[src/rtl/snn_ctrl_pkg.sv]
// snn_ctrl_pkg
//   Shared definitions for the spiking-network inference sequencer:
//   default widths, the WAIT timeout, the result-class width and the
//   sequencer state encoding.
package snn_ctrl_pkg;

   localparam int N_IN_DEF    = 8;
   localparam int N_OUT_DEF   = 8;
   localparam int CNT_W_DEF   = 5;
   localparam int STEP_W_DEF  = 5;
   localparam int TIMEOUT_DEF = 8;
   localparam int CLASS_W     = 3;

   typedef enum logic [2:0] {
      ST_IDLE  = 3'd0,
      ST_FETCH = 3'd1,
      ST_FIRE  = 3'd2,
      ST_WAIT  = 3'd3,
      ST_DCLK  = 3'd4,
      ST_DONE  = 3'd5
   } state_t;

endpackage

[src/rtl/spike_count_argmax.sv]
// spike_count_argmax
//   Per-neuron saturating spike counters plus a registered argmax.
//   Ports:
//     clk, reset   clock, asynchronous active-high reset
//     clr_i        clear all counters (and the class) at the next edge
//     acc_i        add one to every counter whose spikes_i bit is set
//     spikes_i     output spike vector from the network
//     counts_o     packed counters, neuron i at [i*CNT_W +: CNT_W]
//     class_o      index of the largest counter, ties to the lowest index
module spike_count_argmax
   import snn_ctrl_pkg::*;
#(
   parameter int N_OUT = N_OUT_DEF,
   parameter int CNT_W = CNT_W_DEF,
   parameter int CLS_W = CLASS_W
) (
   input  logic                   clk,
   input  logic                   reset,
   input  logic                   clr_i,
   input  logic                   acc_i,
   input  logic [N_OUT-1:0]       spikes_i,
   output logic [N_OUT*CNT_W-1:0] counts_o,
   output logic [CLS_W-1:0]       class_o
);

   logic [N_OUT*CNT_W-1:0] counts_q, counts_d;
   logic [CLS_W-1:0]       class_q, class_d;

   function automatic logic [CNT_W-1:0] sat_inc(input logic [CNT_W-1:0] c);
      return (c == {CNT_W{1'b1}}) ? c : c + CNT_W'(1);
   endfunction

   // Strict '>' keeps the earliest index on ties; all-zero gives 0.
   function automatic logic [CLS_W-1:0] argmax(input logic [N_OUT*CNT_W-1:0] v);
      logic [CNT_W-1:0] best;
      logic [CLS_W-1:0] idx;
      best = v[CNT_W-1:0];
      idx  = '0;
      for (int i = 1; i < N_OUT; i++) begin
         if (v[i*CNT_W +: CNT_W] > best) begin
            best = v[i*CNT_W +: CNT_W];
            idx  = CLS_W'(i);
         end
      end
      return idx;
   endfunction

   always_comb begin
      counts_d = counts_q;
      if (clr_i) begin
         counts_d = '0;
      end else if (acc_i) begin
         for (int i = 0; i < N_OUT; i++) begin
            if (spikes_i[i]) counts_d[i*CNT_W +: CNT_W] = sat_inc(counts_q[i*CNT_W +: CNT_W]);
         end
      end
      // Class is derived from the next counts so it is never a cycle stale.
      class_d = argmax(counts_d);
   end

   always_ff @(posedge clk or posedge reset) begin
      if (reset) begin
         counts_q <= '0;
         class_q  <= '0;
      end else begin
         counts_q <= counts_d;
         class_q  <= class_d;
      end
   end

   assign counts_o = counts_q;
   assign class_o  = class_q;

endmodule

[src/rtl/snn_inference_sequencer.sv]
// snn_inference_sequencer
//   Runs one inference of num_steps timesteps on the delayed spiking
//   network: per step it takes an input frame (valid/ready), pulses
//   net_enable, waits for net_data_ready, accumulates output spikes and
//   pulses net_delay_clk; it then offers counts and argmax class over a
//   valid/ready result handshake.
//   Ports:
//     clk, reset                         clock, asynchronous active-high reset
//     start, num_steps                   inference request (sampled in IDLE)
//     in_valid/in_ready/in_spikes        input frame handshake
//     net_input_spikes                   registered frame to the network
//     net_enable, net_delay_clk          one-cycle pulses per timestep
//     net_output_spikes, net_data_ready  network result
//     busy                               not IDLE
//     res_valid/res_ready                result handshake
//     res_class, res_counts              argmax class and per-neuron counts
//     err_timeout                        sticky WAIT-timeout flag
module snn_inference_sequencer
   import snn_ctrl_pkg::*;
#(
   parameter int N_IN    = N_IN_DEF,
   parameter int N_OUT   = N_OUT_DEF,
   parameter int CNT_W   = CNT_W_DEF,
   parameter int STEP_W  = STEP_W_DEF,
   parameter int TIMEOUT = TIMEOUT_DEF
) (
   input  logic                   clk,
   input  logic                   reset,
   input  logic                   start,
   input  logic [STEP_W-1:0]      num_steps,
   input  logic                   in_valid,
   output logic                   in_ready,
   input  logic [N_IN-1:0]        in_spikes,
   output logic [N_IN-1:0]        net_input_spikes,
   output logic                   net_enable,
   output logic                   net_delay_clk,
   input  logic [N_OUT-1:0]       net_output_spikes,
   input  logic                   net_data_ready,
   output logic                   busy,
   output logic                   res_valid,
   input  logic                   res_ready,
   output logic [CLASS_W-1:0]     res_class,
   output logic [N_OUT*CNT_W-1:0] res_counts,
   output logic                   err_timeout
);

   localparam int TMR_W = $clog2(TIMEOUT) + 1;

   state_t            state_q, state_d;
   logic [STEP_W-1:0] step_q, step_d;
   logic [STEP_W-1:0] nsteps_q, nsteps_d;
   logic [TMR_W-1:0]  timer_q, timer_d;
   logic              err_q, err_d;
   logic [N_IN-1:0]   frame_q, frame_d;
   logic              cnt_clr, cnt_acc;

   always_comb begin
      state_d  = state_q;
      step_d   = step_q;
      nsteps_d = nsteps_q;
      timer_d  = timer_q;
      err_d    = err_q;
      frame_d  = frame_q;
      cnt_clr  = 1'b0;
      cnt_acc  = 1'b0;
      unique case (state_q)
         ST_IDLE: begin
            if (start) begin
               cnt_clr = 1'b1;
               err_d   = 1'b0;
               step_d  = '0;
               if (num_steps != '0) begin
                  nsteps_d = num_steps;
                  state_d  = ST_FETCH;
               end else begin
                  state_d  = ST_DONE;
               end
            end
         end
         ST_FETCH: begin
            if (in_valid) begin
               frame_d = in_spikes;
               state_d = ST_FIRE;
            end
         end
         ST_FIRE: begin
            timer_d = '0;
            state_d = ST_WAIT;
         end
         ST_WAIT: begin
            timer_d = timer_q + TMR_W'(1);
            // A response on the last permitted cycle still wins over the timeout.
            if (net_data_ready) begin
               cnt_acc = 1'b1;
               state_d = ST_DCLK;
            end else if (timer_q == TMR_W'(TIMEOUT - 1)) begin
               err_d   = 1'b1;
               state_d = ST_DONE;
            end
         end
         ST_DCLK: begin
            if (step_q == nsteps_q - STEP_W'(1)) begin
               state_d = ST_DONE;
            end else begin
               step_d  = step_q + STEP_W'(1);
               state_d = ST_FETCH;
            end
         end
         ST_DONE: begin
            if (res_ready) state_d = ST_IDLE;
         end
         default: state_d = ST_IDLE;
      endcase
   end

   always_ff @(posedge clk or posedge reset) begin
      if (reset) begin
         state_q  <= ST_IDLE;
         step_q   <= '0;
         nsteps_q <= '0;
         timer_q  <= '0;
         err_q    <= 1'b0;
         frame_q  <= '0;
      end else begin
         state_q  <= state_d;
         step_q   <= step_d;
         nsteps_q <= nsteps_d;
         timer_q  <= timer_d;
         err_q    <= err_d;
         frame_q  <= frame_d;
      end
   end

   spike_count_argmax #(
      .N_OUT (N_OUT),
      .CNT_W (CNT_W),
      .CLS_W (CLASS_W)
   ) u_count (
      .clk      (clk),
      .reset    (reset),
      .clr_i    (cnt_clr),
      .acc_i    (cnt_acc),
      .spikes_i (net_output_spikes),
      .counts_o (res_counts),
      .class_o  (res_class)
   );

   // Pure decodes of the state register: no input reaches these outputs.
   assign in_ready         = (state_q == ST_FETCH);
   assign net_enable       = (state_q == ST_FIRE);
   assign net_delay_clk    = (state_q == ST_DCLK);
   assign res_valid        = (state_q == ST_DONE);
   assign busy             = (state_q != ST_IDLE);
   assign err_timeout      = err_q;
   assign net_input_spikes = frame_q;

endmodule

[config.mk]
export PLATFORM = sky130hd
export DESIGN_NAME = snn_inference_sequencer
export DESIGN_NICKNAME = d
export VERILOG_FILES = /design/src/rtl/snn_ctrl_pkg.sv /design/src/rtl/spike_count_argmax.sv /design/src/rtl/snn_inference_sequencer.sv
export SDC_FILE = /design/constraint.sdc
export NUM_CORES = 1
export LEC_CHECK = 0
export ABC_CLOCK_PERIOD_IN_PS = 10750
export CAP_MARGIN = 0
export CORE_UTILIZATION = 30
export DETAILED_ROUTE_END_ITERATION = 6
export GPL_TIMING_DRIVEN = 0
export SLEW_MARGIN = 20
export SYNTH_ARGS = -nofsm -noshare
export SYNTH_HDL_FRONTEND = slang
export SYNTH_SLANG_ARGS = --single-unit
[constraint.sdc]
create_clock -name clk -period 10.75 [get_ports clk]
set_input_delay 2.6875 -clock clk [delete_from_list [all_inputs] [get_ports clk]]
set_output_delay 2.6875 -clock clk [all_outputs]
set_load 0.02 [all_outputs]
Word level (Yosys, flattened, before mapping). Index checks and enable logic that the tools add are counted.

Add/subtract/negate cells: 11. Magnitude comparators: 7. Equal/unequal tests: 22. Mux-type cells: 51. Reductions and logical operators: 11.

Operator list (number): $mux 5 (24); $mux 40 (2); $add 5x1->5 const B (9); $eq 5x5->1 const B (8); $gt 5x5->1 (7); $mux 3 (11); $pmux 3 s6 (1); $ne 2x2->1 const B (5); $pmux 5 s2 (1); $mux 1 (8); $pmux 4 s2 (1); $reduce_and 4->1 (2); $eq 3x2->1 const B (2); $eq 3x3->1 const B (2); $reduce_and 3->1 (2); $reduce_bool 2->1 (3); $eq 5x5->1 (1); $reduce_bool 5->1 (1); $sub 5x1->5 const B (1); $add 4x1->4 const B (1); $eq 4x3->1 const B (1); $mux 2 (2); $eq 3x1->1 const B (1); $logic_not 3->1 (1); 5 further kinds (5).

Register bits after elaboration: 69. Input bits: 27. Output and inout port bits: 57.

Depth between registers and ports, before layout.
Depth after elaboration: 19. Mapped depth: 69. Depth with buffers taken out: 66.

Cells and area by module. Synthesis repeated with hierarchy kept, for this count alone.

Cells, all modules: 530. Area total of the unflattened synthesis: 4868.4 um^2.

Modules (own cells, without submodules): spike_count_argmax (instances 1, cells each 387, area each 3475.8 um^2, seq. area each 1076.0 um^2); snn_inference_sequencer (instances 1, cells each 143, area each 1392.6 um^2, seq. area each 650.6 um^2).

Worst setup path before layout. OpenSTA, ideal clock, no wires.

Path type: input port to flip-flop. Start point: input net_data_ready. End point: register u_count.class_q[2] (netlist: u_count.class_o[2]). Setup time: 0.159 ns. Arrival: 13.539 ns. Required time: 10.591 ns. Setup slack: -2.948 ns. Cell stages on the path: 65. Buffers on the path: 3. Path through: and4b_1 > buf_4 > clkbuf_1 > nand2_1 > nor2_1 > xnor2_1 > nor2_1 > ha_1 > a221o_1 > a21bo_1 > a211oi_4 > mux2i_1 > inv_1 > ha_1 > a21o_1 > a221oi_1 > a31oi_1 > o21ai_0 > (+29 left out) > nor2b_1 > o21a_1 > o21a_1 > o21ai_0 > nand2b_1 > nand2_1 > nand3_1 > o22ai_1 > a31o_1 > ha_1 > nor2b_1 > o21a_1 > o21ai_0 > nand2b_1 > a21oi_1 > a31oi_1 > nor2_1 > nand3_1.

Word-level cells in the longest chain between the ends: 18. Elaborated cells between the ends (all ways): 21. Classes of those cells: 7 x order compare; 14 x mux.

Ends and longest elaborated chain: from (decl) (line snn_inference_sequencer.sv:38) `input logic net_data_ready,`; $mux 1 * (line snn_inference_sequencer.sv:93) `if (net_data_ready) begin`; $mux 1 * (line snn_inference_sequencer.sv:66) `unique case (state_q)`; $mux 40 * (line spike_count_argmax.sv:52) `end else if (acc_i) begin`; $mux 40 * (line spike_count_argmax.sv:50) `if (clr_i) begin`; named net u_count.counts_d[0] (line spike_count_argmax.sv:26) `logic [N_OUT*CNT_W-1:0] counts_q, counts_d;`; $gt 5x5->1 (line spike_count_argmax.sv:40) `if (v[i*CNT_W +: CNT_W] > best) begin`; $mux 5 * (line spike_count_argmax.sv:40); $gt 5x5->1 (line spike_count_argmax.sv:40); (+4 left out); $mux 5 (line spike_count_argmax.sv:40); $gt 5x5->1 (line spike_count_argmax.sv:40); $mux 5 (line spike_count_argmax.sv:40); $gt 5x5->1 (line spike_count_argmax.sv:40); $mux 5 (line spike_count_argmax.sv:40); $gt 5x5->1 (line spike_count_argmax.sv:40); $mux 3 * (line spike_count_argmax.sv:40); named net u_count.class_d[2] (line spike_count_argmax.sv:27) `logic [CLS_W-1:0] class_q, class_d;`; to (signal assigned) (line spike_count_argmax.sv:67) `class_q <= class_d;`; to (decl) (line spike_count_argmax.sv:27).

The timed path passes the listed nets; every way through them passes the cells marked *. A chain may end at the register's enable or synchronous reset.

Worst setup path in the final report. Ends and elaborated chain as after synthesis.

==> impl_metrics.py <==
metrics = {
    "cells_and_area": {
        "area_growth_pct": 52.68,
        "diodes": 0,
        "stdcell_count": 943,
        "layout-drive-gt1-share": 0.2710,
        "fillers": 1465,
        "layout.nets": 793,
        "utilization": 0.4675,
        "register_area_sq_um": 1727,
        "multi_input_area_sq_um": 3254,
    },
    "global_routing": {
        "grt-ovfl-total": 0,
        "gr-usage-all-layers": 0.1873,
        "grt_max_degree": 51,
        "grt_first_pass_wirelength_mm": 24.03,
        "antenna_found_initial": 0,
        "grt_pass1_vias": 4882,
    },
    "floorplan": {
        "die_x_um": 128.9,
        "rows": 46,
        "die-area_sq_um": 16610,
        "start_util": 0.3062,
        "die_y_um": 128.9,
        "core_sq_um": 15770,
        "io_pins": 84,
    },
    "sta": {
        "fin_skew_ns": 0.004274,
        "rsz0062_at_grt": "yes",
        "slew_headroom": 0.5938,
        "drv_slew": 0,
        "tightest_slew_ns": 0.6093,
        "setup_viol": 3,
        "hold_viol": 0,
        "tns_ns": -6.087,
        "setup_ws_ns": -2.076,
        "fmax_ghz": 0.07797,
        "finalCritPeriodShare": 1.193,
        "finalHoldWorstSlack_ns": 0.5034,
        "min_period_ns": 12.83,
    },
    "flow_run": {
        "max_cap_viol_count": 0,
    },
    "clock_network": {
        "cts_root_buffer": "clkbuf_16",
        "clockBufferDepth": 2,
        "cts-htree-levels": 3,
        "tritoncts.num_buffers": 9,
        "cts_tree": "built",
        "clkLatencyLatePin_ns": 0.34,
        "path_clk_slew_ns": 0.06,
        "cts.sinks": 69,
    },
    "routing": {
        "firstDrtPassIters": 5,
        "drt_iter0_drc": 305,
        "drt_wl_total_mm": 15.21,
        "vias": 4934,
        "wl_per_cell_um": 16.12,
        "ant_nets": 0,
        "vias_per_cell": 5.232,
        "route.detailed.drc": 0,
    },
    "placement": {
        "dp_hpwl_mm": 10.16,
        "dp_cells": 836,
        "io_buffers": 83,
        "gp_congestion": 0.8635,
    },
    "setup_path": {
        "critPathRequiredTime_ns": 10.97,
        "crit_type": "input pin to flop",
        "cpPeakStageDelay_ns": 0.28,
        "path_common_cell": "buf_4",
        "worstPathMaxFanout": 4,
        "cp-end-kind": "flop",
        "setup.worst_path.start_class": "input pin",
        "slowest_stage": "ha_1",
        "arrival_ns": 13.04,
    },
    "logic_synthesis": {
        "synth_top_area_frac": 0.3576,
        "synthFlopType": "dfrtp_1",
        "synth_nets": 606,
        "synth_top_area_cell": "dfrtp_1",
        "yosysMostFrequentCell": "dfrtp_1",
        "synth_enable_flop_cells": 0,
        "ys_seq_area_frac": 0.3576,
        "post_synth.cell_area_avg_sq_um": 9.008,
        "ys.warnings.count": 0,
        "synth_cells": 536,
        "post_synth_num_cell_types": 65,
        "ys_ff_latch": 69,
        "synthTopCellsByArea": "dfrtp_1 36%, ha_1 11%, nor2_1 3.7%, nand2_1 3.5%, o21ai_0 3.0%",
        "synthTopCellsByCount": "69 x dfrtp_1, 47 x nor2_1, 45 x nand2_1, 43 x ha_1, 30 x inv_1",
        "synth-async-reset-ratio": 1.000,
        "netlist_area_sq_um": 4828,
    },
    "status": {
        "status": "complete, but fails checks",
        "violations": "negative setup slack",
    },
    "hold_path": {
        "hp-class": "flop to flop",
    },
}
[timing repair]
action	in CTS	in global routing
buffers inserted	83	11
endpoints found under the setup margin	3	3
pin swaps	21	8
gates resized for setup	61	22
hold buffers	0	0
[worst paths after layout]
path	startpoint	end	slack, ns	cells past startpoint
worst max-delay path	net_data_ready	u_count.class_o[2]	-2.08	77
worst min-delay path	net_input_spikes[0]	net_input_spikes[0]	0.50	1
worst max register to register	u_count.counts_o[5]	u_count.class_o[2]	-0.32	63
worst min register to register	net_input_spikes[0]	net_input_spikes[0]	0.50	1
max in group asynchronous	reset	u_count.counts_o[18]	7.55	3
min in group asynchronous	reset	err_timeout	2.66	2
[layout make-up]
| cell class | instances | share of cell area |
|---|---|---|
| clock inverter | 5 | 0.007128 |
| tap | 216 | 0.03666 |
| buffer | 17 | 0.01884 |
| multi-input combinational | 416 | 0.4414 |
| sequential | 69 | 0.2342 |
| clock buffer | 10 | 0.03106 |
| inverter | 33 | 0.01714 |
| timing repair buffer | 177 | 0.2135 |
[registers in the layout, indices dropped and copies added, names as in the netlist]
name              count
timer_q               4
u_count.class_o       3
step_q                5
state_q               3
net_input_spikes      8
u_count.counts_o     40
nsteps_q              5
err_timeout           1
[cell families (layout without fill, tap and decap cells)]
kind of cell,count (synthesis),count (layout),synth area share
AOI/OAI and AO/OA,129,129,0.1868
xor gates and xnor gates,19,19,0.03446
adders and majority gates,43,43,0.1114
buffers and inverters,51,242,0.04301
DFF,69,69,0.3576
muxes,25,25,0.05494
and+or+nand+nor,200,200,0.2117
[worst max-delay path: cells and delay by family]
family / cells / cell delay, ns
AOI/OAI and AO/OA: 22 / 3.14
xor gates and xnor gates: 1 / 0.13
adders and majority gates: 5 / 1.12
buffers and inverters: 27 / 3.16
muxes: 2 / 0.48
and+or+nand+nor: 20 / 2.30
[cells in the final DEF, fill, tap and decap left out, drive strengths merged, types with 7 or more instances in the layout]
cell	n
a21o	9
a21oi	12
a31oi	17
and2	7
and3	13
buf	103
clkbuf	19
clkdlybuf4s50	79
dfrtp	69
ha	43
inv	32
mux2	12
mux2i	13
nand2	45
nand2b	7
nand3	26
nand4	11
nor2	47
nor3	10
o21a	10
o21ai	30
xnor2	10
xor2	9
[per-layer routing]
layer | global-route usage | wire, um | up-vias
met3 | 0.03534 | 644 | 37
met2 | 0.3129 | 7253 | 136
met1 | 0.2304 | 6856 | 2415
li1 | - | - | 2346
met5 | 0 | 0 | -
met4 | 0.09550 | 451 | 0
[through the flow]
step	area, sq um	worst slack [ns]
3_3_place_gp	6040	-3.926
5_1_grt	7372	-2.535
3_5_place_dp	6070	-4.069
4_1_cts	7172	-1.786
6_report	7372	-2.076
2_1_floorplan	4938	-1.936
Power is not shown: default switching activity piles up to over one toggle a cycle in this logic, so the estimate is an artifact.
